## src/rtl/cl_pkg.sv

```systemverilog
// rtl/cl_pkg.sv - Camera Link base formatter shared constants, state encoding and width helpers
package cl_pkg;

   localparam logic [6:0] CL_XCLK_PATTERN = 7'b1100011;

   localparam int CL_LVAL_BIT = 24;
   localparam int CL_FVAL_BIT = 25;
   localparam int CL_DVAL_BIT = 26;

   typedef enum logic [2:0] {
      ST_IDLE,
      ST_FV_PRE,
      ST_WAIT,
      ST_LINE,
      ST_HBLANK,
      ST_FV_POST
   } cl_state_e;

   function automatic int cl_width(input int n);
      return (n > 1) ? $clog2(n) : 1;
   endfunction

   function automatic int cl_max3(input int a, input int b, input int c);
      int m;
      m = (a > b) ? a : b;
      return (m > c) ? m : c;
   endfunction

endpackage

```

## src/rtl/cl_sync_fifo.sv

```systemverilog
// rtl/cl_sync_fifo.sv - single-clock FIFO with full/empty flags and asynchronous active-low reset
module cl_sync_fifo #(
   parameter int WIDTH = 20,
   parameter int DEPTH = 64
) (
   input  logic             clk,
   input  logic             rst_n,
   input  logic             wr_en_i,
   input  logic [WIDTH-1:0] wr_data_i,
   input  logic             rd_en_i,
   output logic [WIDTH-1:0] rd_data_o,
   output logic             full_o,
   output logic             empty_o
);

   localparam int AW = $clog2(DEPTH);

   logic [WIDTH-1:0] mem_q [DEPTH];
   logic [AW-1:0]    wr_ptr_q;
   logic [AW-1:0]    rd_ptr_q;
   logic [AW:0]      cnt_q;
   logic             wr;
   logic             rd;

   assign full_o    = (cnt_q == (AW+1)'(DEPTH));
   assign empty_o   = (cnt_q == '0);
   assign wr        = wr_en_i & ~full_o;
   assign rd        = rd_en_i & ~empty_o;
   assign rd_data_o = mem_q[rd_ptr_q];

   // Storage is not reset; a flush only needs the pointers and count cleared.
   always_ff @(posedge clk) begin
      if (wr) begin
         mem_q[wr_ptr_q] <= wr_data_i;
      end
   end

   always_ff @(posedge clk or negedge rst_n) begin
      if (!rst_n) begin
         wr_ptr_q <= '0;
         rd_ptr_q <= '0;
         cnt_q    <= '0;
      end else begin
         if (wr) begin
            wr_ptr_q <= wr_ptr_q + 1'b1;
         end
         if (rd) begin
            rd_ptr_q <= rd_ptr_q + 1'b1;
         end
         case ({wr, rd})
            2'b10:   cnt_q <= cnt_q + 1'b1;
            2'b01:   cnt_q <= cnt_q - 1'b1;
            default: cnt_q <= cnt_q;
         endcase
      end
   end

endmodule

```

## src/rtl/cl_base_formatter.sv

```systemverilog
// rtl/cl_base_formatter.sv - Camera Link base formatter: pixel FIFO, FVAL/LVAL/DVAL timing, 28-bit word split
// Optional test pattern generator enabled by defining CL_TEST_PATTERN_EN.
module cl_base_formatter
   import cl_pkg::*;
#(
   parameter int PIX_W       = 10,
   parameter int LINE_WORDS  = 1024,
   parameter int FRAME_LINES = 1024,
   parameter int HBLANK      = 16,
   parameter int FV_SETUP    = 8,
   parameter int FV_HOLD     = 8,
   parameter int FIFO_DEPTH  = 64
) (
   input  logic             gclk,
   input  logic             reset_n,
   input  logic             frame_trig,
   input  logic             pix_valid,
   output logic             pix_ready,
   input  logic [2*PIX_W-1:0] pix_data,
   input  logic             tp_en,
   output logic [6:0]       tx_x0,
   output logic [6:0]       tx_x1,
   output logic [6:0]       tx_x2,
   output logic [6:0]       tx_x3,
   output logic [6:0]       tx_xclk,
   output logic             frame_busy,
   output logic             line_stall,
   output logic             trig_drop
);

   localparam int WCW = cl_width(LINE_WORDS);
   localparam int LCW = cl_width(FRAME_LINES);
   localparam int TW  = cl_width(cl_max3(HBLANK, FV_SETUP, FV_HOLD));

   localparam logic [WCW-1:0] LAST_WORD   = WCW'(LINE_WORDS - 1);
   localparam logic [LCW-1:0] LAST_LINE   = LCW'(FRAME_LINES - 1);
   localparam logic [TW-1:0]  SETUP_LAST  = TW'(FV_SETUP - 1);
   localparam logic [TW-1:0]  HBLANK_LAST = TW'(HBLANK - 1);
   localparam logic [TW-1:0]  HOLD_LAST   = TW'(FV_HOLD - 1);

   cl_state_e          state_q;
   logic [WCW-1:0]     word_cnt_q;
   logic [LCW-1:0]     line_cnt_q;
   logic [TW-1:0]      tmr_q;
   logic [27:0]        word_q;
   logic [27:0]        word_d;
   logic               alive_q;
   logic               frame_busy_q;
   logic               line_stall_q;
   logic               trig_drop_q;

   logic [2*PIX_W-1:0] fifo_rd_data;
   logic [2*PIX_W-1:0] pix_word;
   logic               fifo_full;
   logic               fifo_empty;
   logic               fifo_wr;
   logic               fifo_rd;
   logic               tp_active;
   logic               data_avail;
   logic               in_line;
   logic               pop;

`ifdef CL_TEST_PATTERN_EN
   logic [PIX_W-1:0]   tp_a;

   assign tp_active = tp_en;
   assign tp_a      = PIX_W'({word_cnt_q, 1'b0});
   assign pix_word  = tp_active ? {tp_a | PIX_W'(1), tp_a} : fifo_rd_data;
`else
   logic               unused_tp_en;

   assign unused_tp_en = tp_en;
   assign tp_active    = 1'b0;
   assign pix_word     = fifo_rd_data;
`endif

   // alive_q holds ready and the clock pattern low until the first edge after reset release.
   assign pix_ready  = alive_q & ~fifo_full & ~tp_active;
   assign fifo_wr    = pix_valid & pix_ready;
   assign data_avail = ~fifo_empty | tp_active;
   assign in_line    = (state_q == ST_LINE);
   assign pop        = in_line & data_avail;
   assign fifo_rd    = pop & ~tp_active;

   cl_sync_fifo #(
      .WIDTH (2*PIX_W),
      .DEPTH (FIFO_DEPTH)
   ) u_fifo (
      .clk       (gclk),
      .rst_n     (reset_n),
      .wr_en_i   (fifo_wr),
      .wr_data_i (pix_data),
      .rd_en_i   (fifo_rd),
      .rd_data_o (fifo_rd_data),
      .full_o    (fifo_full),
      .empty_o   (fifo_empty)
   );

   always_comb begin
      word_d = '0;
      if (state_q != ST_IDLE) begin
         word_d[CL_FVAL_BIT] = 1'b1;
      end
      if (in_line) begin
         word_d[CL_LVAL_BIT] = 1'b1;
      end
      if (pop) begin
         word_d[CL_DVAL_BIT]   = 1'b1;
         word_d[2*PIX_W-1:0]   = pix_word;
      end
   end

   // WAIT is only occupied while the FIFO is empty, so a prefilled FIFO gives exact setup/blank lengths.
   always_ff @(posedge gclk or negedge reset_n) begin
      if (!reset_n) begin
         state_q      <= ST_IDLE;
         word_cnt_q   <= '0;
         line_cnt_q   <= '0;
         tmr_q        <= '0;
         word_q       <= '0;
         alive_q      <= 1'b0;
         frame_busy_q <= 1'b0;
         line_stall_q <= 1'b0;
         trig_drop_q  <= 1'b0;
      end else begin
         alive_q      <= 1'b1;
         word_q       <= word_d;
         line_stall_q <= in_line & ~data_avail;
         trig_drop_q  <= frame_trig & (state_q != ST_IDLE);
         case (state_q)
            ST_IDLE: begin
               if (frame_trig) begin
                  state_q      <= ST_FV_PRE;
                  tmr_q        <= '0;
                  word_cnt_q   <= '0;
                  line_cnt_q   <= '0;
                  frame_busy_q <= 1'b1;
               end
            end
            ST_FV_PRE: begin
               if (tmr_q == SETUP_LAST) begin
                  tmr_q   <= '0;
                  state_q <= data_avail ? ST_LINE : ST_WAIT;
               end else begin
                  tmr_q <= tmr_q + 1'b1;
               end
            end
            ST_WAIT: begin
               if (data_avail) begin
                  state_q <= ST_LINE;
               end
            end
            ST_LINE: begin
               if (pop) begin
                  if (word_cnt_q == LAST_WORD) begin
                     word_cnt_q <= '0;
                     tmr_q      <= '0;
                     if (line_cnt_q == LAST_LINE) begin
                        line_cnt_q <= '0;
                        state_q    <= ST_FV_POST;
                     end else begin
                        line_cnt_q <= line_cnt_q + 1'b1;
                        state_q    <= ST_HBLANK;
                     end
                  end else begin
                     word_cnt_q <= word_cnt_q + 1'b1;
                  end
               end
            end
            ST_HBLANK: begin
               if (tmr_q == HBLANK_LAST) begin
                  tmr_q   <= '0;
                  state_q <= data_avail ? ST_LINE : ST_WAIT;
               end else begin
                  tmr_q <= tmr_q + 1'b1;
               end
            end
            ST_FV_POST: begin
               if (tmr_q == HOLD_LAST) begin
                  tmr_q        <= '0;
                  state_q      <= ST_IDLE;
                  frame_busy_q <= 1'b0;
               end else begin
                  tmr_q <= tmr_q + 1'b1;
               end
            end
            default: begin
               state_q <= ST_IDLE;
            end
         endcase
      end
   end

   assign tx_x0      = word_q[6:0];
   assign tx_x1      = word_q[13:7];
   assign tx_x2      = word_q[20:14];
   assign tx_x3      = word_q[27:21];
   assign tx_xclk    = alive_q ? CL_XCLK_PATTERN : 7'd0;
   assign frame_busy = frame_busy_q;
   assign line_stall = line_stall_q;
   assign trig_drop  = trig_drop_q;

endmodule

```

## config.mk

```make
export PLATFORM = sky130hd
export DESIGN_NAME = cl_base_formatter
export DESIGN_NICKNAME = d
export VERILOG_FILES = /design/src/rtl/cl_pkg.sv /design/src/rtl/cl_sync_fifo.sv /design/src/rtl/cl_base_formatter.sv
export SDC_FILE = /design/constraint.sdc
export NUM_CORES = 2
export LEC_CHECK = 0
export CAP_MARGIN = 10
export CELL_PAD_IN_SITES_DETAIL_PLACEMENT = 1
export CELL_PAD_IN_SITES_GLOBAL_PLACEMENT = 1
export CORE_MARGIN = 3
export CORE_UTILIZATION = 39
export CTS_CLUSTER_DIAMETER = 80
export DETAILED_ROUTE_END_ITERATION = 7
export HOLD_SLACK_MARGIN = 0.05
export PLACE_DENSITY_LB_ADDON = 0.12
export REMOVE_ABC_BUFFERS = 1
export SLEW_MARGIN = 25
export SYNTH_ARGS = -nofsm -noshare
export SYNTH_HDL_FRONTEND = slang
export SYNTH_SLANG_ARGS = --single-unit
```

## constraint.sdc

```tcl
create_clock -name gclk -period 3.21 [get_ports gclk]
set_input_delay 0.642 -clock gclk [delete_from_list [all_inputs] [get_ports gclk]]
set_output_delay 0.642 -clock gclk [all_outputs]
set_load 0.03 [all_outputs]
```

==> results.md <==
- Static timing analysis puts the maximum clock frequency at 0.3455 GHz.
- The critical setup path kind is reg -> reg.
- The placed wire-length estimate is roughly 94 mm.
- In this run the mean area of a mapped cell was 19.60 um^2.
- The H-tree level count is 4.
- Clock-pin slew was measured on the worst setup and hold paths at 0.06 ns.
- The main combinational cell family by area after synthesis is multiplexers.
- The flop and latch count out of synthesis is around 1400.
- The total area inside the core boundary comes to approximately 130000 um^2.
- The synthesized netlist devotes 5.215% of its cell area to compound gates.
- The smallest clock period supported by the final layout is computed as 2.894 ns.
- The setup clock skew after layout is between 0.02 and 0.03 ns.
- The floorplan has around 130 rows.
- The largest net degree at the start of global routing is 65.
- For this design the ratio of total power to cell area is 871.2 nW/um^2.
- The maximum fanout count along the critical path is 44.
- The number of hold violations in the final report came to 0.
- In this run the worst setup path terminates at word_q[2]$_DFF_PN0_.
- The number of clock sinks is between 1000 and 1500.
- Setup total negative slack on the finished layout was measured at 0 ns.
- The average vias per placed instance is 5.621.
- The count of buffers added on input and output ports is between 50 and 60.
- IR analysis of the VDD net gives a maximum drop of 463.6 uV.
- The post-synthesis xor/xnor area fraction is 0.3500%.
- STA classifies the critical path startpoint as a register.
- The effective utilization at floorplan is 39.32%.
- The weighted congestion reported at the end of routability-driven placement is 0.8046.
- The number of buffers added by the clock tree synthesis step is 149.
- The area of the mapped netlist is 52540 um^2.
- The initial antenna violation count is 6.
- Cells with a size suffix above 1 make up 26.17% of the layout.
- Sequential cells were found to cover about three quarters of the synthesized design area.
- During synthesis, Yosys emitted a total of 0 warnings.
- The post-route core utilization is 46.85%.
- After layout, the worst path uses 90.16% of the clock period.
- Of the total synthesized cell area, the portion taken by AND, OR, NAND and NOR gates is between 1.5 and 2%.
- The post-CTS setup repair buffer count is 0.
- The maximum buffer depth of the clock tree is 3.
- The run finished with clean final reports.
- The share of flip-flops with an asynchronous set or reset is 5.395%.
- In the final routed layout, each cell accounts on average for a little over 30 um.
- The slew of the pin with the lowest slew margin is around 0.94 ns.
- The sum of routed wire length over all layers is between 150 and 200 mm.
- For this run the aggregate overflow at the end of global routing stands at 0.
- The initial DRC count is 2437.
- In this run the static leakage power is 20.72 nW.
- The total I/O pin count is 64.
- The clock latency on the worst-skew pair is around 0.78 ns.
- Compared with the post-synthesis result, the final layout area differs by 19.15%.
- At the worst endpoint, the required time is 3.87 ns.
- The endpoint identified for the worst register-to-register timing path is word_q[2]$_DFF_PN0_.
- Counting every instance in the synthesized netlist gives 2681.
- The tree is rooted in a clkbuf_16.
- The floorplan step set the die height to between 300 and 400 um.
- The overall routing resource usage is a little over a fifth.
- The main flop type after synthesis is edfxtp_1.
- The die covers 139200 um^2.
- The number of enable flip-flop cells after synthesis is 1280.
- The via count of the first global-routing pass is 29400.
- The post-route DRC violation count is 0.
- The number of max-slew violations in the final report was 0.
- The endpoint class of the critical path is a register.
- The register-to-register setup slack is around 0.32 ns.
- The count of cell types in the netlist is 68.
- The number of nets in the layout is 3053.
- The logic depth of the worst register-to-register path is 6.
- The final count of negative-setup-slack endpoints is 0.
- Setup repair after global routing left no endpoint under its margin.
- The detail route stage leaves a number of antenna-violating nets equal to 0.
- The width of the die is 373.1 um.
- TritonCTS built the clock tree.
- The worst setup slack after placement is 0.02134 ns.
- The routed layout has between 20000 and 30000 vias.
- Setup slack on the critical path of the routed design comes to approximately 0.32 ns.
- The portion of synthesized area spent on multiplexers is between 10% and 20%.
- The tightest slew margin relative to the limit is 37.35%.
- Across the run, the number of max-cap violations was 0.
- The total iterations of the first detailed-routing run is 5.
- The startpoint of the worst setup timing path is u_fifo.rd_ptr_q[0]$_DFFE_PN0P_.
- The start of the worst register-to-register path is u_fifo.rd_ptr_q[0]$_DFFE_PN0P_.
- STA puts the critical path data arrival time at between 3 and 4 ns.
- The worst hold path belongs to the class in -> reg.
- The first global-routing pass estimated 216.8 mm of wire.
- The arithmetic-cell share of the synthesized area counting full adders, half adders and majority gates is 0.1905%.
==> cell type report <==
class | instances | area [um^2]
Fill cell | 12290 | 71020
Sequential cell | 1353 | 40280
Multi-Input combinational cell | 1153 | 11610
Clock buffer | 187 | 3974
Timing Repair Buffer | 351 | 3686
Tap cell | 1768 | 2212
Clock inverter | 81 | 775.7
Inverter | 12 | 46.29
Antenna cell | 6 | 15.01
==> logic make-up after synthesis <==
logic type,count (synthesis)
compound gates,416
xor+xnor,21
fa+ha+maj,8
buf+inv,182
flops,1353
mux,483
other cells,2
simple gates,216
==> flip-flops by register name (all words and copies together), names as in the netlist, 3 cells and up <==
register         flops
u_fifo.cnt_q         7
line_cnt_q          10
word_cnt_q          10
u_fifo.wr_ptr_q      6
u_fifo.mem_q      1280
word_q              23
state_q              3
u_fifo.rd_ptr_q      6
tmr_q                4
==> Yosys cell counts (all sizes together) (4+ instances only) <==
cell    instances  area share [%]
nor3            4           0.048
mux2i         280             5.3
a22o           22            0.37
and3            6           0.071
o41ai           4            0.12
xor2            8            0.13
a31oi          12            0.14
nor2b           9            0.11
nand3          19            0.19
buf            86            0.98
o221ai         40            0.67
o31ai           5           0.090
and2            8           0.095
nand3b          9            0.13
dfrtp          73             3.5
nor2           95            0.68
xnor2          13            0.22
edfxtp       1280              73
mux4          200             8.6
a211oi         36            0.51
clkbuf         84            0.60
o21ai         109             1.0
nand2b          6           0.071
ha              8            0.19
nand2          39            0.28
o22ai          40            0.48
nor4            6           0.083
inv            12           0.086
a21oi          93            0.89
a221oi         40            0.67
or2             4           0.048
==> power by group <==
group	switching (mW)	internal, mW
clock network	6.97	9.76
registers	0.819	20.0
logic	10.0	6.98
==> through the flow <==
step | hold WS [ns] | instance area, um^2 | instances | power [mW]
6_report | 0.2353 | 62600 | 4911 | 54.54
5_1_grt | 0.2032 | 62590 | 4905 | 56.72
4_1_cts | 0.1734 | 62590 | 4905 | 55.25
3_5_place_dp | 0.4648 | 57830 | 4636 | 38.40
3_3_place_gp | 0.4608 | 57830 | 4636 | 38.16
2_1_floorplan | 0.3464 | 51740 | 2518 | 27.94
==> critical path: stages, from the launching register on <==
cell	delay (ns)
dfrtp_4	0.47
buf_12	0.24
buf_12	0.34
mux4_2	0.55
o21ai_0	0.52
a21oi_1	0.29
a22o_1	0.29
==> cell usage in the layout, fill, tap and decap left out, types with 20 or more instances in the layout <==
cell / netlist / layout
dfrtp_1: 73 / 68
mux4_2: 200 / 200
a21oi_1: 92 / 92
clkinv_1: 0 / 26
o21ai_0: 85 / 85
mux2i_1: 280 / 280
buf_2: 37 / 20
o221ai_1: 40 / 40
nand2_1: 39 / 39
clkinv_2: 0 / 26
clkbuf_16: 0 / 151
clkdlybuf4s50_1: 0 / 32
a211oi_1: 36 / 36
clkbuf_1: 84 / 30
o21ai_1: 23 / 23
nor2_1: 94 / 29
buf_12: 0 / 81
a22o_1: 22 / 22
buf_4: 35 / 216
edfxtp_1: 1280 / 1280
a221oi_1: 40 / 40
nor2_2: 1 / 66
o22ai_1: 40 / 40
==> repair_timing <==
action | CTS | global route
gates resized for setup | 0 | 1
hold buffers | 1 | 0
endpoints found under the setup margin | 0 | 1
hold endpoints to repair | 32 | 0
==> routing by layer <==
layer  GRT usage [%]  wire length (um)
met3           3.403              7916
met1           28.30             61920
met2           37.58             77210
met5               0                 0
met4           7.241              4617
==> worst min-delay path by stage <==
stage                                         startpoint                              to  slack [ns]  cells after the start
final                                       pix_data[11]   u_fifo.mem_q[3][11]$_DFFE_PP_        0.24                      1
after global routing                        pix_data[11]   u_fifo.mem_q[3][11]$_DFFE_PP_        0.20                      1
after CTS                                   pix_data[11]   u_fifo.mem_q[3][11]$_DFFE_PP_        0.17                      1
after detailed placement  u_fifo.wr_ptr_q[2]$_DFFE_PN0P_  u_fifo.wr_ptr_q[2]$_DFFE_PN0P_        0.46                      1
after global placement    u_fifo.wr_ptr_q[2]$_DFFE_PN0P_  u_fifo.wr_ptr_q[2]$_DFFE_PN0P_        0.46                      1
after floorplan                                  reset_n               alive_q$_DFF_PN0_        0.35                      0
Note: power is estimated with default switching activity, not from simulation.
